--- src/rtl/rvsteel_board_ctrl_pkg.sv ---
// rvsteel_board_ctrl_pkg: sequencer state encoding and reset-cause codes
package rvsteel_board_ctrl_pkg;
    typedef enum logic [1:0] {
        HOLD         = 2'd0,
        RUN          = 2'd1,
        WAIT_RELEASE = 2'd2
    } state_t;
    localparam logic [1:0] CAUSE_POR    = 2'b00;
    localparam logic [1:0] CAUSE_BUTTON = 2'b01;
endpackage

--- src/rtl/rvsteel_debouncer.sv ---
// rvsteel_debouncer: two-flop synchronizer plus stable-count debouncer for one button
module rvsteel_debouncer #(
    parameter int DEBOUNCE_CYCLES = 500000
) (
    input  logic clock,
    input  logic reset_n,
    input  logic raw,
    output logic stable
);
    localparam int CW = $clog2(DEBOUNCE_CYCLES + 1);
    logic [1:0]    sync;
    logic [CW-1:0] count;
    // the cycle that would bring the count to DEBOUNCE_CYCLES commits the new level
    always_ff @(posedge clock or negedge reset_n) begin
        if (!reset_n) begin
            sync   <= '0;
            count  <= '0;
            stable <= 1'b0;
        end else begin
            sync <= {sync[0], raw};
            if (sync[1] == stable) begin
                count <= '0;
            end else if (count == CW'(DEBOUNCE_CYCLES - 1)) begin
                stable <= sync[1];
                count  <= '0;
            end else begin
                count <= count + 1'b1;
            end
        end
    end
endmodule

--- src/rtl/rvsteel_board_ctrl.sv ---
// rvsteel_board_ctrl: board reset/halt sequencer; RVSTEEL_HALT_LATCH_EN selects toggle-mode halt
module rvsteel_board_ctrl
    import rvsteel_board_ctrl_pkg::*;
#(
    parameter int DEBOUNCE_CYCLES   = 500000,
    parameter int RESET_HOLD_CYCLES = 16
) (
    input  logic       clock,
    input  logic       reset_n,
    input  logic       reset_button,
    input  logic       halt_button,
    output logic       soc_reset,
    output logic       soc_halt,
    output logic [1:0] reset_cause
);
    localparam int HW = (RESET_HOLD_CYCLES > 1) ? $clog2(RESET_HOLD_CYCLES) : 1;
    localparam logic [HW-1:0] HOLD_LAST = HW'(RESET_HOLD_CYCLES - 1);
    state_t        state, next;
    logic [HW-1:0] hold;
    logic          reset_db, halt_db, enter_wait;

    rvsteel_debouncer #(.DEBOUNCE_CYCLES(DEBOUNCE_CYCLES)) u_reset_db (
        .clock(clock), .reset_n(reset_n), .raw(reset_button), .stable(reset_db)
    );
    rvsteel_debouncer #(.DEBOUNCE_CYCLES(DEBOUNCE_CYCLES)) u_halt_db (
        .clock(clock), .reset_n(reset_n), .raw(halt_button), .stable(halt_db)
    );

    // a held reset button always wins, including over an expiring hold count
    always_comb begin
        next = reset_db ? WAIT_RELEASE :
               (state == WAIT_RELEASE) ? HOLD :
               (state == RUN) ? RUN :
               (state == HOLD && hold == HOLD_LAST) ? RUN : HOLD;
        enter_wait = (next == WAIT_RELEASE) && (state != WAIT_RELEASE);
    end

    always_ff @(posedge clock or negedge reset_n) begin
        if (!reset_n) begin
            state       <= HOLD;
            hold        <= '0;
            soc_reset   <= 1'b1;
            reset_cause <= CAUSE_POR;
        end else begin
            state     <= next;
            hold      <= (state == HOLD && next == HOLD) ? hold + 1'b1 : '0;
            soc_reset <= (next != RUN);
            if (state == WAIT_RELEASE && next == HOLD)
                reset_cause <= CAUSE_BUTTON;
        end
    end

`ifdef RVSTEEL_HALT_LATCH_EN
    logic halt_prev;
    always_ff @(posedge clock or negedge reset_n) begin
        if (!reset_n) begin
            halt_prev <= 1'b0;
            soc_halt  <= 1'b0;
        end else begin
            halt_prev <= halt_db;
            soc_halt  <= enter_wait ? 1'b0 : soc_halt ^ (halt_db & ~halt_prev);
        end
    end
`else
    always_ff @(posedge clock or negedge reset_n) begin
        if (!reset_n)
            soc_halt <= 1'b0;
        else
            soc_halt <= halt_db;
    end
`endif
endmodule

--- config.mk ---
export PLATFORM = sky130hd
export DESIGN_NAME = rvsteel_board_ctrl
export DESIGN_NICKNAME = d
export VERILOG_FILES = /design/src/rtl/rvsteel_board_ctrl_pkg.sv /design/src/rtl/rvsteel_debouncer.sv /design/src/rtl/rvsteel_board_ctrl.sv
export SDC_FILE = /design/constraint.sdc
export NUM_CORES = 1
export LEC_CHECK = 0
export ABC_CLOCK_PERIOD_IN_PS = 3900
export CORE_UTILIZATION = 30
export DETAILED_ROUTE_END_ITERATION = 8
export GPL_TIMING_DRIVEN = 0
export MAX_ROUTING_LAYER = met4
export PLACE_DENSITY_LB_ADDON = 0.1
export SLEW_MARGIN = 20
export SYNTH_ARGS = -nofsm -noshare
export SYNTH_HDL_FRONTEND = slang
export SYNTH_SLANG_ARGS = --single-unit
--- constraint.sdc ---
create_clock -name clock -period 3.9 [get_ports clock]
set_clock_uncertainty 0.15 [all_clocks]
set_input_delay 0.78 -clock clock [delete_from_list [all_inputs] [get_ports clock]]
set_output_delay 0.78 -clock clock [all_outputs]
set_load 0.01 [all_outputs]
==> results.md, run 1 <==
* Final setup violation count at 0
* Largest net degree at the start of global routing at 54
* Max Freq at 0.425 GHz
* Max_slew headroom at 55.5%
* CP required at 3.95 ns
* CP max stage cell: or4_4
* YS warnings at 0
* Synth Net Count at 238
* Met3 WL at 106 um
* Ports at 8
* Yosys reg bits at 53
* First-pass GRT wire length at 8050 um
* Layout Nets at 251
* GR Util All Layers at 12.5%
* Hold path depth at 0
* Critical path, cell by cell: or4bb_1 -> or4_4 -> o21ai_4 -> buf_6 -> nor2_1
* Worst hold slack at 0.195 ns
* EDFF count, synth at 0
* Main synth FF type: dfrtp_1
* Tcrit/Tclk final at 60.4%
* Most frequent cells in the layout: dfrtp_1 (52), nor2_1 (35), xor2_1 (14), xnor2_1 (14), nand3_1 (12)
* Critical path peak fanout at 10
* Worst reg2reg startpoint: u_reset_db.count[5]$_DFF_PN0_
* Cts bufs inserted at 5
* CP top delay family: simple AND/OR/NAND/NOR gates
* Power Dens Cells at 338 mW/mm^2
* Clk sink count at 53
* TritonCTS clock tree: built
* Drt drc at 0
* Core area at 0.00781 mm^2
* WL met1 at 2360 um
* Post-CTS Setup Bufs at 0
* Area of the multi-input gates at 0.00105 mm^2
* Vias in the first global route at 1636
* Mean post-synth cell area at 10.6 um^2
* Initial antenna violation count at 0
* Overflow after GRT at 0
* Placed cell areas at 0.00264 mm^2
* Placer Congestion at 0.738
* Status: finished, final reports clean
* Via density at 4.85
* Mapped Cells at 231
* Least-Margin Pin Slew at 0.667 ns
* PostCTS Resize Cnt at 0
* Max Used Layer: met4
* Slowest stage delay, CP at 0.54 ns
* Register area at 0.00133 mm^2
* H-tree levels at 2
* Final hold viol count at 0
* Setup TNS Final at 0 ns
* Netlist Area Pre-Place at 0.00245 mm^2
* Worst-Skew Late Latency at 0.31 ns
* Post-route ant nets at 0
* Die area at 0.00854 mm^2
* Reg2Reg Depth at 5
* # port buffers at 6
* Ys async rst share at 100%
* Most common cell after layout, fill and taps aside: dfrtp_1
* CP Class: register to register
* Max VDD drop at 0.170 mV
* CP Launch Type: register
* WP data arrival at 2.41 ns
* Hold path endpoint: u_reset_db.sync[1]$_DFF_PN0_
* Num rows at 32
* Seq/Total Area, Yosys at 54.1%
* CP Depth at 5
* Hold wc startpoint: u_reset_db.sync[0]$_DFF_PN0_
* Initial Utilization at 31.4%
* Leakage at 1.08 nW
* Share of layout cells above drive strength 1 at 8.98%
* Final Max Slew Viols at 0
* Worst Path Buf+Inv at 1
* CTS root buf: clkbuf_8
* Min cycle time layout at 2.36 ns
* Width of the chip at 92.4 um
* Total power at 0.925 mW
* Hold Crit Class: register to register
* # diodes at 0
* WL met2 at 2090 um
* Worst-path clk slew at 0.11 ns
* Origin of the worst setup path: u_reset_db.count[5]$_DFF_PN0_
* Unrepaired setup endpoints after global routing: false
* Vias at 1684
* Routed len/inst at 13.4 um
* DRT iter0 DRCs at 70
* Crit. End Element: register
* Synth cell types at 35
* Total of max-cap violations at 0
* DP HPWL at 3110 um
* Drt total wl at 4630 um
* Syn-to-layout area delta at 11.4%
* DR pass1 iterations at 5
* Post-route design area at 0.00273 mm^2
* Fillers at 812
* Flop2flop setup slack at 1.54 ns
* Cts hold-fix bufs at 0
* CTS Buffer Depth at 2
* Die H at 92.4 um
* Critical R2R Capture: u_reset_db.count[14]$_DFF_PN0_
-- cells by family (layout without fill, tap and decap cells) --
group           count (synthesis)  in the layout  synth area share [%]
simple gates                  107            107                  24.1
flops                          53             53                  54.1
xor+xnor                       28             28                  10.0
compound gates                 23             23                  6.32
buf+inv                        14             28                  2.91
fa+ha+maj                       3              3                  1.53
mux                             2              2                 0.918
other cells                     1              1                 0.153
-- where the power goes --
part | internal (mW) | leakage [nW] | switching, mW
registers | 0.556 | 0.717 | 0.00632
clock network | 0.130 | 0.0447 | 0.198
logic | 0.0111 | 0.317 | 0.0231
-- metrics by stage --
step | std cells | setup WS (ns) | util [%]
after floorplan | 231 | 1.74 | -
after global placement | 339 | 0.178 | 33.8
after detailed placement | 339 | 1.53 | 33.8
after CTS | 347 | 1.52 | 35.0
after global routing | 347 | 1.45 | 35.0
final | 347 | 1.54 | 35.0
-- metal layers --
layer  global-route usage (%)  vias up
li1                         -      837
met1                     16.2      826
met2                     18.3       14
met3                     2.96        7
met4                     5.99        0
met5                        -        -
-- synthesized netlist by cell type, types with 2 or more instances --
master | count | area share [%]
or4_1 | 7 | 2.1
o31ai_1 | 5 | 1.5
nand4_1 | 11 | 2.8
buf_6 | 2 | 0.92
and4_1 | 3 | 1.1
ha_1 | 3 | 1.5
mux2_2 | 2 | 0.92
and2_1 | 2 | 0.51
or2_2 | 2 | 0.51
xor2_1 | 14 | 5.0
or4_4 | 3 | 1.4
dfrtp_1 | 52 | 53
nor4_1 | 3 | 0.76
o21ai_0 | 4 | 0.82
or3_1 | 5 | 1.3
or4b_1 | 4 | 1.6
nor3_1 | 5 | 1.0
xnor2_1 | 14 | 5.0
nor2_1 | 35 | 5.4
nand3_1 | 12 | 2.4
a21oi_1 | 10 | 2.0
inv_1 | 10 | 1.5
o21ai_4 | 2 | 1.3
nand2_1 | 10 | 1.5
-- cell type report --
type / instances / area share [%]
Clock buffer: 5 / 2.52
Buffer: 4 / 1.24
Multi-Input combinational cell: 164 / 38.6
Tap cell: 102 / 4.67
Sequential cell: 53 / 48.6
Inverter: 10 / 1.37
Timing Repair Buffer: 6 / 2.11
Clock inverter: 3 / 0.916
-- sequential cells by signal, indices dropped and copies added (netlist names) --
register	cells
hold	4
reset_cause	1
soc_halt	1
soc_reset	1
state	2
u_halt_db.count	19
u_halt_db.stable	1
u_halt_db.sync	2
u_reset_db.count	19
u_reset_db.stable	1
u_reset_db.sync	2
-- worst max path at each step --
stage,endpoint,slack [ns]
5_1_grt,u_reset_db.count[14]$_DFF_PN0_,1.45
4_1_cts,u_reset_db.count[9]$_DFF_PN0_,1.52
6_report,u_reset_db.count[14]$_DFF_PN0_,1.54
2_1_floorplan,u_reset_db.stable$_DFFE_PN0P_,1.74
3_3_place_gp,u_reset_db.count[0]$_DFF_PN0_,0.18
3_5_place_dp,u_reset_db.count[9]$_DFF_PN0_,1.53
(Power assumes the default switching activity.)
==> run 2, diff against run 1 <==
- ABC_CLOCK_PERIOD_IN_PS: 3900 -> 2280
- clock period: 3.9 -> 2.28 ns (I/O delays scaled with it)
==> run 2 against run 1 <==
Against the previous run: utilization increased by 0.98 points; critical endpoint is now u_reset_db.stable$_DFFE_PN0P_; worst setup slack worse by 1.5 ns; global-route usage increased by 0.054 points; clock power rose by 71%; sequential cell count stayed put; hold slack got worse by 0.18 ns; highest routed layer unchanged; design area increased by 2.8%; count of clock-buffer cells in the layout is the same; final cell count increased by 2.9%; register-to-register slack lost 1.5 ns.
==> results.md, run 2 (synthesized netlist as in run 1, its figures left out) <==
* Overflow after GRT at 0 (unchanged)
* Die H at 92.4 um (unchanged)
* Total power at 1.59 mW (+72%)
* Final core occ at 36.0% (+0.98 points)
* Most common cell after layout, fill and taps aside: dfrtp_1
* # port buffers at 6 (unchanged)
* Crit. End Element: register
* Status: finished, final reports clean
* Max VDD drop at 0.290 mV (+71%)
* Layout Cells excl Fill at 357 (+2.9%)
* Routed len/inst at 13.3 um (-0.37%)
* Die area at 0.00854 mm^2 (unchanged)
* Largest net degree at the start of global routing at 54 (unchanged)
* Most frequent cells in the layout: dfrtp_1 (51), nor2_1 (35), xor2_1 (14), xnor2_1 (14)
* Layout Nets at 261 (+4.0%)
* CP required at 2.34 ns (-1.61 ns)
* Leakage at 1.13 nW (+4.6%)
* Least-Margin Pin Slew at 0.670 ns (+0.00245 ns)
* Power Dens Cells at 565 mW/mm^2 (+67%)
* Worst-Skew Late Latency at 0.31 ns (about the same)
* Final setup violation count at 0 (unchanged)
* CP Class: register to register
* CP Launch Type: register
* First-pass GRT wire length at 8080 um (+0.42%)
* Final hold viol count at 0 (unchanged)
* Initial antenna violation count at 0 (unchanged)
* Final Max Slew Viols at 0 (unchanged)
* Drt drc at 0 (unchanged)
* Num rows at 32 (unchanged)
* DRT iter0 DRCs at 77 (+10%)
* Width of the chip at 92.4 um (unchanged)
* Ports at 8 (unchanged)
* Worst-path clk slew at 0.11 ns (about the same)
* Reg2Reg Depth at 4 (-1)
* Placer Congestion at 0.738 (unchanged)
* Drt total wl at 4750 um (+2.5%)
* Max_slew headroom at 55.3% (-0.16 points)
* DR pass1 iterations at 4 (-1)
* Vias in the first global route at 1652 (+0.98%)
* Share of layout cells above drive strength 1 at 12.9% (+4.0 points)
* Cts hold-fix bufs at 0 (unchanged)
* CTS Buffer Depth at 2 (unchanged)
* H-tree levels at 2 (unchanged)
* WP data arrival at 2.30 ns (-0.11 ns)
* Clk sink count at 53 (unchanged)
* Min cycle time layout at 2.24 ns (-0.115 ns)
* Setup TNS Final at 0 ns (unchanged)
* Post-route ant nets at 0 (unchanged)
* Vias at 1731 (+2.8%)
* DP HPWL at 3110 um (unchanged)
* Syn-to-layout area delta at 14.5%
* Biggest regs: u_halt_db.count (19), u_reset_db.count (19), hold (4)
* Max Freq at 0.446 GHz (+5.1%)
* TritonCTS clock tree: built
* CTS root buf: clkbuf_8
* Cts bufs inserted at 5 (unchanged)
* Core area at 0.00781 mm^2 (unchanged)
* # diodes at 0 (unchanged)
* Hold Crit Class: input pin to asynchronous set/reset pin
* Origin of the worst setup path: u_reset_db.count[6]$_DFF_PN0_
* Total of max-cap violations at 0 (unchanged)
* Critical path peak fanout at 6 (-4)
* Placed Cells at 339 (unchanged)
* Worst reg2reg startpoint: u_reset_db.count[6]$_DFF_PN0_
* Via density at 4.85 (about the same)
* Initial Utilization at 31.4% (unchanged)
* GR Util All Layers at 12.5% (+0.054 points)
* Tcrit/Tclk final at 98.3% (+38 points)
* Fillers at 806 (-0.74%)
[run 2: changes by cell type in the layout (fill, tap and decap cells not counted)]
cell     before  now
dfrtp_2       0    1
dfrtp_1      52   51
buf_4         2   12
[run 2: per-layer routing]
metal	track usage (%)	wire length, um	up-vias
met4	5.99	93	0
met2	18.4	2130	38
met3	2.96	166	11
li1	-	-	857
met5	-	0	-
met1	16.3	2360	825
[run 2: report_power, final]
group | leakage (nW) | internal [mW] | switching [mW] | total, mW
registers | 0.716 | 0.952 | 0.0108 | 0.962
clock network | 0.0447 | 0.223 | 0.338 | 0.561
logic | 0.368 | 0.0232 | 0.0405 | 0.0637
total | 1.13 | 1.20 | 0.389 | 1.59
[run 2: final cells by class]
| cell class | instances | area, um^2 | area share (%) |
|---|---|---|---|
| plain buffers | 4 | 33.8 | 1.20 |
| clock buffers | 5 | 68.8 | 2.45 |
| clock inverters | 3 | 25.0 | 0.891 |
| inverters | 10 | 37.5 | 1.34 |
| multi-input cells | 164 | 1050 | 37.6 |
| flip-flops and latches | 53 | 1330 | 47.3 |
| well taps | 102 | 128 | 4.54 |
| repair buffers | 16 | 133 | 4.72 |
[run 2: final timing paths]
| check | to | slack [ns] |
|---|---|---|
| setup / recovery | u_reset_db.stable$_DFFE_PN0P_ | 0.04 |
| hold / removal | hold[0]$_DFF_PN0_ | 0.02 |
| setup reg to reg | u_reset_db.stable$_DFFE_PN0P_ | 0.04 |
| hold reg to reg | u_reset_db.sync[1]$_DFF_PN0_ | 0.20 |
| max in group asynchronous | u_reset_db.count[5]$_DFF_PN0_ | 1.48 |
| min in group clock | u_reset_db.sync[1]$_DFF_PN0_ | 0.20 |
[run 2: critical path: stages, from the launching register on]
cell and delay [ns]:
dfrtp_1 0.47, or4bb_1 0.51, or4_4 0.54, nor2_1 0.13, mux2_2 0.34
[run 2: through the flow]
step / hold WS [ns] / setup WS (ns) / instance area, um^2
final: 0.0179 / 0.0398 / 2810
after global routing: 0.0640 / -0.0138 / 2810
after CTS: 0.0465 / 0.0177 / 2760
after detailed placement: 0.186 / -0.0860 / 2640
after global placement: 0.185 / -1.12 / 2640
after floorplan: 0.0104 / 0.121 / 2450
[run 2: timing repair]
action | CTS | global route
hold endpoints to repair | 0 | 0
pin swaps | 2 | 2
setup buffers | 4 | 6
gates resized for setup | 1 | 0
setup endpoints to repair | 20 | 20
